--- config.mk ---
export PLATFORM = sky130hd
export DESIGN_NAME = popcnt_accum
export DESIGN_NICKNAME = d
export VERILOG_FILES = /design/src/rtl/popcnt_accum.sv
export SDC_FILE = /design/constraint.sdc
export NUM_CORES = 1
export LEC_CHECK = 0
export CAP_MARGIN = 20
export CORE_AREA = 2 2 106 67
export CTS_CLUSTER_SIZE = 28
export DETAILED_ROUTE_END_ITERATION = 6
export DIE_AREA = 0 0 108 69
export HOLD_SLACK_MARGIN = 0.08
export PLACE_DENSITY = 0.91
export SLEW_MARGIN = 5
export SYNTH_ARGS = -nofsm -noshare
export SYNTH_HDL_FRONTEND = slang
export SYNTH_SLANG_ARGS = --single-unit
--- constraint.sdc ---
create_clock -name clk_i -period 5.5 [get_ports clk_i]
set_clock_uncertainty 0.15 [all_clocks]
set_input_delay 0.825 -clock clk_i [delete_from_list [all_inputs] [get_ports clk_i]]
set_output_delay 0.825 -clock clk_i [all_outputs]
set_load 0.05 [all_outputs]
--- src/rtl/popcnt_accum.sv ---
// Streaming popcount accumulator: per-word set-bit count summed over a frame,
// one saturating {count, words, ovf} result per frame over valid/ready.

package lau_pkg;
    typedef enum logic {SLOW = 1'b0, FAST = 1'b1} speed_e;
endpackage

// (m,k)-counter: combinational number of set bits in a depth-bit word.
module Cnt #(
    parameter int              depth = 18,
    parameter lau_pkg::speed_e speed = lau_pkg::FAST,
    localparam int             CW    = $clog2(depth + 1)
) (
    input  logic [depth-1:0] data_i,
    output logic [CW-1:0]    cnt_o
);
    localparam int DP = depth + (depth % 2);

    logic [DP-1:0] pad;
    assign pad = DP'(data_i);

    if (speed == lau_pkg::FAST) begin : g_fast
        // Sum 2-bit partial counts to shorten the add chain.
        always_comb begin
            cnt_o = '0;
            for (int i = 0; i < DP; i += 2) begin
                cnt_o = cnt_o + CW'({1'b0, pad[i]} + {1'b0, pad[i+1]});
            end
        end
    end else begin : g_slow
        // Plain bit-serial ripple count.
        always_comb begin
            cnt_o = '0;
            for (int i = 0; i < DP; i++) begin
                cnt_o = cnt_o + CW'(pad[i]);
            end
        end
    end
endmodule

module popcnt_accum #(
    parameter int              depth     = 18,
    parameter lau_pkg::speed_e speed     = lau_pkg::FAST,
    parameter int              accWidth  = 16,
    parameter int              wcntWidth = 8
) (
    input  logic                 clk_i,
    input  logic                 rst_ni,
    input  logic                 clear_i,
    input  logic                 in_valid_i,
    output logic                 in_ready_o,
    input  logic [depth-1:0]     in_data_i,
    input  logic                 in_last_i,
    output logic                 out_valid_o,
    input  logic                 out_ready_i,
    output logic [accWidth-1:0]  out_count_o,
    output logic [wcntWidth-1:0] out_words_o,
    output logic                 out_ovf_o
);
    localparam int CW = $clog2(depth + 1);
    localparam logic [0:0] EMPTY = 1'b0;
    localparam logic [0:0] FULL  = 1'b1;

    logic [CW-1:0]        word_cnt;
    logic                 s1_valid_q, s1_valid_d;
    logic [CW-1:0]        s1_cnt_q, s1_cnt_d;
    logic                 s1_last_q, s1_last_d;
    logic [accWidth-1:0]  acc_q, acc_d;
    logic [wcntWidth-1:0] wcnt_q, wcnt_d;
    logic                 ovf_q, ovf_d;
    logic [0:0]           state_q, state_d;
    logic [accWidth-1:0]  cnt_res_q, cnt_res_d;
    logic [wcntWidth-1:0] wrd_res_q, wrd_res_d;
    logic                 ovf_res_q, ovf_res_d;

    logic                 s1_adv, hs;
    logic [accWidth:0]    acc_sum;
    logic [wcntWidth:0]   wcnt_sum;
    logic [accWidth-1:0]  acc_sat;
    logic [wcntWidth-1:0] wcnt_sat;
    logic                 ovf_new;

    Cnt #(.depth(depth), .speed(speed)) u_cnt (
        .data_i(in_data_i),
        .cnt_o (word_cnt)
    );

    assign out_valid_o = (state_q == FULL);
    assign out_count_o = cnt_res_q;
    assign out_words_o = wrd_res_q;
    assign out_ovf_o   = ovf_res_q;

    // Handshake, stall and saturating-add datapath.
    always_comb begin
        s1_adv = s1_valid_q
              && !(s1_last_q && out_valid_o && !out_ready_i);
        in_ready_o = rst_ni && !clear_i
                  && (!s1_valid_q || s1_adv);
        hs = in_valid_i && in_ready_o;
        acc_sum = {1'b0, acc_q} + (accWidth+1)'(s1_cnt_q);
        wcnt_sum = {1'b0, wcnt_q} + 1'b1;
        acc_sat = acc_sum[accWidth] ? '1 : acc_sum[accWidth-1:0];
        wcnt_sat = wcnt_sum[wcntWidth] ? '1 : wcnt_sum[wcntWidth-1:0];
        ovf_new = ovf_q | acc_sum[accWidth] | wcnt_sum[wcntWidth];
    end

    // Next-state for S1, the frame accumulator and the result FSM.
    always_comb begin
        s1_valid_d = s1_valid_q;
        s1_cnt_d   = s1_cnt_q;
        s1_last_d  = s1_last_q;
        acc_d      = acc_q;
        wcnt_d     = wcnt_q;
        ovf_d      = ovf_q;
        state_d    = state_q;
        cnt_res_d  = cnt_res_q;
        wrd_res_d  = wrd_res_q;
        ovf_res_d  = ovf_res_q;
        if (clear_i) begin
            s1_valid_d = 1'b0;
            acc_d      = '0;
            wcnt_d     = '0;
            ovf_d      = 1'b0;
            state_d    = EMPTY;
            cnt_res_d  = '0;
            wrd_res_d  = '0;
            ovf_res_d  = 1'b0;
        end else begin
            if (hs) begin
                s1_valid_d = 1'b1;
                s1_cnt_d   = word_cnt;
                s1_last_d  = in_last_i;
            end else if (s1_adv) begin
                s1_valid_d = 1'b0;
            end
            if (out_valid_o && out_ready_i) begin
                state_d = EMPTY;
            end
            if (s1_adv && !s1_last_q) begin
                acc_d  = acc_sat;
                wcnt_d = wcnt_sat;
                ovf_d  = ovf_new;
            end else if (s1_adv) begin
                acc_d     = '0;
                wcnt_d    = '0;
                ovf_d     = 1'b0;
                state_d   = FULL;
                cnt_res_d = acc_sat;
                wrd_res_d = wcnt_sat;
                ovf_res_d = ovf_new;
            end
        end
    end

    // State registers with asynchronous reset.
    always_ff @(posedge clk_i or negedge rst_ni) begin
        if (!rst_ni) begin
            s1_valid_q <= 1'b0;
            s1_cnt_q   <= '0;
            s1_last_q  <= 1'b0;
            acc_q      <= '0;
            wcnt_q     <= '0;
            ovf_q      <= 1'b0;
            state_q    <= EMPTY;
            cnt_res_q  <= '0;
            wrd_res_q  <= '0;
            ovf_res_q  <= 1'b0;
        end else begin
            s1_valid_q <= s1_valid_d;
            s1_cnt_q   <= s1_cnt_d;
            s1_last_q  <= s1_last_d;
            acc_q      <= acc_d;
            wcnt_q     <= wcnt_d;
            ovf_q      <= ovf_d;
            state_q    <= state_d;
            cnt_res_q  <= cnt_res_d;
            wrd_res_q  <= wrd_res_d;
            ovf_res_q  <= ovf_res_d;
        end
    end
endmodule

## Word-level counts from Yosys, hierarchy flattened

Cells that the tools add are included.

- Register bits: 58
- Input port bits: 24
- Output and inout bits: 27
- Word-level logic and storage cells: 78

- Add/subtract/negate cells: 19
- Equality and inequality tests: 1
- Mux-type cells: 26
- Bitwise logic cells: 3
- Reduce and logical (&&, ||, !) cells: 19

Operators by type and width:

| kind | number |
|---|---|
| 16-bit 2-to-1 mux | 7 |
| 8-bit 2-to-1 mux | 7 |
| 5-bit adder | 8 |
| 1-bit by 1-bit adder with 2-bit output | 9 |
| 16-bit by 5-bit adder with 17-bit output | 1 |
| 1-bit 2-to-1 mux | 12 |
| 8-bit by 1-bit adder with 9-bit output (second input constant) | 1 |
| 1-bit logical AND | 8 |
| 3-bit nonzero test | 2 |
| 1-bit logical NOT | 5 |
| 2-bit AND reduction | 2 |
| 2-bit inequality test (second input constant) | 1 |
| 1-bit OR | 2 |
| 2-bit nonzero test | 1 |
| 1-bit logical OR | 1 |
| 1-bit NOT | 1 |

## Logic depth before layout (Yosys ltp)

Gate-level depths: netlist (run 1).

- Depth after elaboration: 9
- Depth in mapped cells: 14
- Mapped depth without buffers: 14

## Hierarchy

A second synthesis (run 1) with hierarchy kept.

- Cell total of the unflattened synthesis: 361
- Area total of the unflattened synthesis: 3452.1 um^2

By module, submodules not included:

| module | times used | cells an instance | area each (um^2) | sequential area each (um^2) |
|---|---|---|---|---|
| popcnt_accum | 1 | 313 | 3011.6 | 1451.4 |
| Cnt | 1 | 48 | 440.4 | 0.0 |

## Least setup slack after synthesis (run 1)

OpenSTA, ideal clock, no wires.

- Kind: input -> register
- Start point: in in_data_i[16]
- End point: reg s1_cnt_q[4]
- Library setup time: 134 ps
- Arrival time: 4503 ps
- Data required time: 5216 ps
- Slack: 713 ps
- Stages on the path: 14
- Path buffers: 0
- Cells stage by stage: ha_1 inv_1 fa_1 inv_1 fa_1 inv_1 fa_1 fa_1 inv_1 fa_1 fa_1 a21o_1 a21oi_1 o21ai_0

- Cells in the longest elaborated chain, start to end: 2

Ends and longest elaborated chain:

| item | line | source |
|---|---|---|
| from (decl) | 52 | `input logic [depth-1:0] in_data_i,` |
| 1-bit by 1-bit adder with 2-bit output | 27 | `cnt_o = cnt_o + CW'({1'b0, pad[i]} + {1'b0, pad[i+1]});` |
| 5-bit adder | 27 |  |
| to (signal assigned) | 170 | `s1_cnt_q <= s1_cnt_d;` |
| to (decl) | 66 | `logic [CW-1:0] s1_cnt_q, s1_cnt_d;` |

Every way passes these cells.
A chain may end at the register's enable or synchronous reset.

## Final worst setup path (run 1)

Ends and elaborated chain as after synthesis.

==> summary by stage, run 1 <==
Status
The flow ran to the end, and the final reports show no timing, DRC or antenna violations.

Detailed routing
The routed metal-1 wirelength is 3800 µm. The first routing iteration left 270 violations. Summed over all nets, wire length on met2 after detailed routing comes to between 3000 and 4000 µm.

In this run the remaining antenna-violating nets after routing total 0. Wire segments on met3 add up to 663 µm in the final route. The number of vias per cell is 5.75. In the routed design, unresolved DRC markers number 0.

The pre-antenna-repair detailed-routing pass consisted of 5 iterations. The total detailed-routing wirelength is 8370 µm. The uppermost signal routing layer after detailed routing is met4. The number of vias after detailed routing is 2,922. The post-detailed-route wirelength per cell is 16.5 µm.

Worst setup path
Traced cell by cell, the critical path runs through clkdlybuf4s50_1 -> ha_1 -> inv_1 -> fa_1 -> inv_1 -> fa_1 -> inv_1 -> fa_1 -> fa_1 -> inv_1 -> fa_1 -> fa_1 -> a21o_1 -> a21oi_1 -> o21ai_0. For the worst setup path, the data required time is about 5.6 ns. The worst-path maximum fanout is 2. The arrival time of data at the critical path endpoint is approximately 5.1 ns. The largest stage delay on the critical path is 0.56 ns. The worst setup path is captured at a flop. Among the stages of the critical path, the cell type that occurs most often is sky130_fd_sc_hd__fa_1. The category of the critical setup timing path is in -> reg. The master of the slowest instance on the critical path is sky130_fd_sc_hd__fa_1. The type of origin of the critical path is an input port.

Die
The standard-cell row count is 23. The number of I/O pins is 51. The floorplan step set the die height to 69 µm. The die outline area is 0.00745 mm².

The die outline width is ~110 µm. Once the floorplan was initialized, standard cells occupied a little over half of the core. The core region is 0.00647 mm².

Logic synthesis
The average instance in the mapped netlist occupies between 9 and 10 µm². The number of standard cells after synthesis is 363. The count of different cell masters after synthesis is 46. Yosys mapped a number of flops with a built-in enable equal to 0.

The sequential area share after synthesis is between 40% and 50%. For this run, asynchronously set or reset flops after synthesis account for 100%. The net count after synthesis is 420. The area of the mapped netlist is 0.00348 mm². The count of state elements after synthesis is 58.

The Yosys step of the flow raised 0 warnings. Among all flip-flop cells after synthesis, the most frequent one is sky130_fd_sc_hd__dfrtp_1.

Power
Of the total power, registers draw between 30% and 40%. The switching share of power is a little under a third. The total net switching power is 410 µW. The proportion of power drawn by the clock network is 33.5%. IR analysis of the VDD net gives a maximum drop of between 150 and 200 µV.

The share of power burned in combinational logic is 30.5%. The cell leakage power is 2.03 nW. The total power divided by cell area is 303 mW/mm². The internal power of the cells totals 894 µW.

Global route
The first global-routing pass estimated roughly 14,000 µm of wire. Global routing consumed, over all layers together, 24.8% of the routing resources. The initial antenna violation count is 0. Global routing finished with a remaining overflow of 0. The number of global-route vias before repair came to approximately 3,000. Entering global routing, the biggest net connects 59 pins.

Timing
The actual slew at the worst max-slew pin is 0.985 ns. Setup total negative slack on the finished layout was measured at 0 ns. The final count of hold timing violations is 0.

The final setup violation count is 0. Dividing the final minimum period by the clock period gives 91.7%. The minimum clock period is 5.04 ns. The relative slew slack is 34.1%.

Setup repair after global routing left no endpoint under its margin. The max-slew violation total from the final report is 0. For this run, the top clock speed supported by timing is 0.198 GHz.

The tightest hold path in the finished design has a slack of 0.316 ns.

Placement
The count of buffers from port buffering is 50. Routability-driven placement finished with a final weighted congestion of ~0.86. The placed wire-length estimate after detailed placement is 5870 µm.

Layout
Of the cells placed in the final design, the portion with a size suffix greater than 1 is 8.08%. 0 antenna diodes ended up in the layout. The net total in the final layout is 473. The area growth from synthesis to layout is 23.6%. Cells fill between 60% and 70% of the core in the end. The number of inserted filler cells in the final layout is 487.

Worst hold path
The tightest min-delay check is of the reg -> reg type.

CTS
TritonCTS built the clock tree. The clock passes through at most 2 buffers. The number of clock sinks seen by CTS is 58. The post-CTS repair timing setup buffer count is 0. The number of clock buffers added by TritonCTS is 9. The cell at the root of the clock tree is sky130_fd_sc_hd__clkbuf_8. Hold repair after CTS inserted 0 buffers.

After clock tree synthesis, the clock-pin slew on the worst setup and hold paths is ~0.070 ns. The number of gates resized after cts is 0. The clock reaches the later pin of the worst-skew pair after 0.34 ns. In this run the number of H-tree levels came out at 3.

Flow run
The tool flagged a number of max-cap violations equal to 0.
## power by group through the flow
stage,Clock (mW),Sequential (mW),Combinational (mW)
6_report,0.436,0.471,0.397
2_1_floorplan,0,0.480,0.280
3_3_place_gp,0,0.477,0.363
3_5_place_dp,0,0.477,0.392
4_1_cts,0.439,0.470,0.396
5_1_grt,0.463,0.472,0.458
## cell usage in the layout (no fill, tap or decap), drive strengths merged, types with 5 or more instances in the layout
| cell | Yosys | routed |
|---|---|---|
| xor2 | 5 | 5 |
| and3 | 5 | 5 |
| nor2 | 20 | 20 |
| inv | 31 | 31 |
| ha | 19 | 19 |
| a21o | 9 | 9 |
| buf | 2 | 6 |
| clkdlybuf4s50 | 0 | 49 |
| a21oi | 17 | 17 |
| nand2 | 47 | 47 |
| o21ai | 54 | 54 |
| fa | 14 | 14 |
| a22o | 13 | 13 |
| dfrtp | 58 | 58 |
| nor3 | 5 | 5 |
| clkbuf | 11 | 11 |
| xnor2 | 9 | 9 |
| nand3 | 7 | 7 |
## cell usage after synthesis, types with 8 or more instances
| cell type | count | area [µm²] |
|---|---|---|
| sky130_fd_sc_hd__dfrtp_1 | 58 | 1450 |
| sky130_fd_sc_hd__nand2_1 | 47 | 176 |
| sky130_fd_sc_hd__o21ai_0 | 46 | 230 |
| sky130_fd_sc_hd__inv_1 | 31 | 116 |
| sky130_fd_sc_hd__nor2_1 | 20 | 75.1 |
| sky130_fd_sc_hd__ha_1 | 19 | 238 |
| sky130_fd_sc_hd__a21oi_1 | 17 | 85.1 |
| sky130_fd_sc_hd__fa_1 | 14 | 280 |
| sky130_fd_sc_hd__a22o_1 | 13 | 114 |
| sky130_fd_sc_hd__clkbuf_1 | 11 | 41.3 |
| sky130_fd_sc_hd__xnor2_1 | 9 | 78.8 |
| sky130_fd_sc_hd__a21o_1 | 8 | 60.1 |
## final timing paths
| path | from | endpoint | slack (ns) | cells past startpoint |
|---|---|---|---|---|
| max | in_data_i[16] | s1_cnt_q[4] | 0.46 | 15 |
| min | out_words_o[5] | out_words_o[5] | 0.32 | 2 |
| max reg2reg | s1_cnt_q[0] | out_count_o[3] | 2.30 | 9 |
| min reg2reg | out_words_o[5] | out_words_o[5] | 0.32 | 2 |
| max in group asynchronous | rst_ni | acc_q[2] | 4.15 | 2 |
| min in group asynchronous | rst_ni | out_words_o[7] | 0.56 | 2 |
## sequential cells by signal (all words and copies together), names as in the netlist
| name | count |
|---|---|
| s1_cnt_q | 5 |
| wcnt_q | 8 |
| s1_valid_q | 1 |
| out_words_o | 8 |
| out_ovf_o | 1 |
| s1_last_q | 1 |
| acc_q | 16 |
| out_count_o | 16 |
| out_valid_o | 1 |
| ovf_q | 1 |
## final cells by class
class / count / area (µm²) / area share, %
clock buffer: 11 / 141 / 3.29
clock inverter: 5 / 77.6 / 1.80
inverter: 31 / 116 / 2.71
multi-input combinational: 261 / 1870 / 43.5
sequential: 58 / 1450 / 33.8
tap: 87 / 109 / 2.53
timing repair buffer: 55 / 533 / 12.4
## routing by layer
metal  GRT usage [%]  vias up
met1            34.6     1403
met4            6.98        0
li1                -     1363
met5               0        -
met3            7.85       25
met2            37.5      131
## worst max-delay path, delay by kind of cell
kind,cells,cell delay (ns)
AOI/OAI and AO/OA,3,0.41
adders and majority gates,7,3.23
buffers and inverters,5,0.63
## logic make-up (layout without fill, tap and decap cells)
group	Yosys count	after routing	synth area share, %
and+or+nand+nor	101	101	13.9
muxes	4	4	1.26
DFF	58	58	41.7
xor gates and xnor gates	14	14	3.53
adders and majority gates	33	33	14.9
buffers and inverters	44	102	4.82
AOI/OAI and AO/OA	109	109	19.8
## through the flow
stage / std cells / setup WS, ns / power [mW] / area [µm²]
2_1_floorplan: 363 / 0.713 / 0.760 / 3480
3_3_place_gp: 492 / 0.225 / 0.840 / 4080
3_5_place_dp: 492 / 0.110 / 0.868 / 4080
4_1_cts: 508 / 0.465 / 1.31 / 4300
5_1_grt: 508 / 0.296 / 1.39 / 4300
6_report: 508 / 0.457 / 1.30 / 4300
No activity file was read; power rests on OpenSTA's default activity.
==> run 2, diff against run 1 <==
Settings changed: CTS_CLUSTER_DIAMETER set to 100.
==> results of run 2 <==
The final DEF is identical to that of run 1; final timing and power are the same.
==> run 3, diff against run 2 <==
Settings changed: CTS_BUF_LIST set to sky130_fd_sc_hd__clkbuf_8, SLEW_MARGIN 5 to 10.
Clock period 5.5 ns to 6.2 ns, I/O delays scaled along.
==> summary by stage, run 3 (synthesized netlist as in run 1, its figures left out) <==
Timing
The actual slew at the worst max-slew pin was 0.999 ns (was 0.985 ns). Static timing analysis puts the maximum clock frequency at 0.195 GHz. The final count of hold timing violations was 0 (unchanged). The relative slew slack is 33.1% (was 34.1%). The max-slew violation total from the final report came to 0 (unchanged).

Setup repair after global routing missed its margin: false (unchanged). The worst-case hold slack is 0.314 ns (was 0.316 ns). The final setup violation count was 0 (unchanged). The setup total negative slack is 0 ns (unchanged).

The portion of the clock cycle consumed by the worst path in the final layout is 82.8%. For the finished layout, the period the worst path requires is 5.13 ns.

Power
The cell leakage power is 2.02 nW (was 2.03 nW). The switching share of power is 31.8% (was 31.5%). The proportion of power drawn by the clock network is 30.9% (was 33.5%). The total power divided by cell area is 261 mW/mm² (was 303 mW/mm²).

The cell internal power dissipation came to 759 µW (was 894 µW). The total net switching power is 354 µW (was 410 µW). The share of power burned in combinational logic came to 31.7% (was 30.5%). The worst supply voltage drop on vdd is 187 µV (was 155 µV). The portion of total power attributed to sequential cells is 37.4% (was 36.1%).

CTS
The number of gates resized after cts is 0 (unchanged). The CTS buffer count was 9 (unchanged). The clock tree from TritonCTS is done (unchanged).

The number of buffers on the longest clock path came to 2 (unchanged). The post-CTS repair timing setup buffer count is 0 (unchanged). The insertion delay to the later sink of the worst-skew pair is 0.34 ns (about the same). The cell at the root of the clock tree is sky130_fd_sc_hd__clkbuf_8 (unchanged). The clock slew at the register clock pins of the worst setup and hold paths is 0.06 ns (was 0.07 ns).

The H-tree depth came to 3 (unchanged). The number of clock sinks seen by CTS is 58 (unchanged). The cts-stage hold buffer count came to 0 (unchanged).

Placement
The count of buffers from port buffering is 50 (unchanged). The weighted congestion at the end of routability-driven global placement was 0.859 (was 0.862). The placed wire-length estimate after detailed placement is 6050 µm (was 5870 µm).

Layout
Commonest cells after routing, fill and taps aside: sky130_fd_sc_hd__dfrtp_1 (58), sky130_fd_sc_hd__clkdlybuf4s50_1 (49), sky130_fd_sc_hd__nand2_1 (47) (unchanged). The ratio of cells with drive above 1 in the final layout came to 7.88% (was 8.08%). The net total in the final layout came to 473 (unchanged). The most frequent standard cell in the layout excluding fill and tap cells is sky130_fd_sc_hd__dfrtp_1 (unchanged). The number of inserted diodes came to 0 (unchanged). The area taken by flip-flops and latches came to 0.00145 mm² (unchanged). The area used by multi-input combinational logic is 0.00187 mm² (unchanged). The number of inserted filler cells in the final layout is 491 (was 487). The area growth from synthesis to layout is 22.8% (was 23.6%).

Detailed routing
The total detailed-routing wirelength came to 8400 µm (was 8370 µm). The remaining design rule violation count is 0 (unchanged). The post-detailed-route wirelength per cell is 16.6 µm (was 16.5 µm). The number of vias after detailed routing was 2,901 (was 2,922). The number of DRC violations after detailed-routing iteration 0 was 238 (was 270). The number of iterations in the first detailed-routing pass is 5 (unchanged). The number of vias per cell is 5.73 (was 5.75). The count of antenna-violating nets left after detailed routing was 0 (unchanged).

Die
The die outline area is 0.00745 mm² (unchanged). The die height came to 69 µm (unchanged). The standard-cell row count is 23 (unchanged). The die outline width is 108 µm (unchanged). The placeable core region was 0.00647 mm² (unchanged).

The number of I/O pins came to 51 (unchanged). The initial core utilization is 53.7% (unchanged).

Worst setup path
The data required time of the worst path was 6.25 ns (was 5.56 ns). The kind of capture point of the worst setup path is a flop (unchanged). The arrival time of data at the critical path endpoint is 5.18 ns (was 5.10 ns). The type of origin of the critical path is an input port (unchanged). The category of the critical setup timing path is in -> reg (unchanged). The worst-path maximum fanout came to 2 (unchanged).

The worst reg-to-reg setup slack is 3.01 ns (was 2.30 ns).

Flow run
The max-cap violation count was 0 (unchanged).

Global route
The first-pass GRT wire length is 14,400 µm (about the same). The final global-route overflow total is 0 (unchanged). The initial antenna violation count is 1 (was 0). The global-route usage over all layers is 24.9% (was 24.8%). The largest net degree at the start of global routing is 59 (unchanged). The number of global-route vias before repair is 2,985 (was 2,955).

Worst hold path
The path category of the worst min-delay check is reg -> reg (unchanged).

Status
Status: finished, final reports clean (unchanged).
==> run 3: changes by cell type in the layout (fill, tap and decap cells not counted), sizes merged <==
cell	before	now
bufinv	2	1
clkinvlp	1	0
==> run 3: through the flow <==
stage / cell area (µm²) / worst slack [ns] / utilization [%] / instances / power (mW)
global route: 4270 / 0.873 / 66.0 / 506 / 1.18
floorplan: 3480 / 1.31 / - / 363 / 0.674
finish: 4270 / 1.07 / 66.0 / 506 / 1.11
CTS: 4270 / 1.06 / 66.0 / 506 / 1.12
global placement: 4080 / 0.820 / 63.0 / 492 / 0.745
detailed placement: 4080 / 0.713 / 63.0 / 492 / 0.775
==> run 3: worst max-delay path, stage by stage <==
cell and delay, ns:
sky130_fd_sc_hd__clkdlybuf4s50_1 0.43, sky130_fd_sc_hd__ha_1 0.30, sky130_fd_sc_hd__inv_1 0.05, sky130_fd_sc_hd__fa_1 0.51, sky130_fd_sc_hd__inv_1 0.06, sky130_fd_sc_hd__fa_1 0.53
sky130_fd_sc_hd__inv_1 0.06, sky130_fd_sc_hd__fa_1 0.48, sky130_fd_sc_hd__fa_1 0.55, sky130_fd_sc_hd__inv_1 0.05, sky130_fd_sc_hd__fa_1 0.43, sky130_fd_sc_hd__fa_1 0.42
sky130_fd_sc_hd__a21o_1 0.19, sky130_fd_sc_hd__a21oi_1 0.12, sky130_fd_sc_hd__o21ai_0 0.08
==> run 3: routing by layer <==
metal | track usage [%] | vias to the layer above | part of all wire, %
li1 | - | 1360 | -
met1 | 34.3 | 1406 | 45
met2 | 39.0 | 121 | 47
met3 | 6.72 | 14 | 6.8
met4 | 7.12 | 0 | 1.2
met5 | 0 | - | 0
==> run 3: worst paths after layout <==
path	startpoint	endpoint	cells after the start
max	in_data_i[1]	s1_cnt_q[4]	15
min	out_count_o[13]	out_count_o[13]	2
max reg2reg	acc_q[0]	acc_q[4]	9
min reg2reg	out_count_o[13]	out_count_o[13]	2
max in group asynchronous	rst_ni	wcnt_q[1]	2
min in group asynchronous	rst_ni	out_words_o[7]	2
==> run 3: final cells by class <==
class	instances	area share (%)
timing repair buffer	55	12.5
tap	87	2.55
sequential	58	34.0
multi-input combinational	261	43.8
clock inverter	3	0.938
clock buffer	11	3.55
inverter	31	2.72
==> run 3: power by group through the flow <==
stage	registers, mW	logic, mW	clock network (mW)
finish	0.417	0.353	0.343
global route	0.419	0.401	0.364
CTS	0.416	0.354	0.347
detailed placement	0.423	0.352	0
global placement	0.423	0.322	0
floorplan	0.426	0.249	0
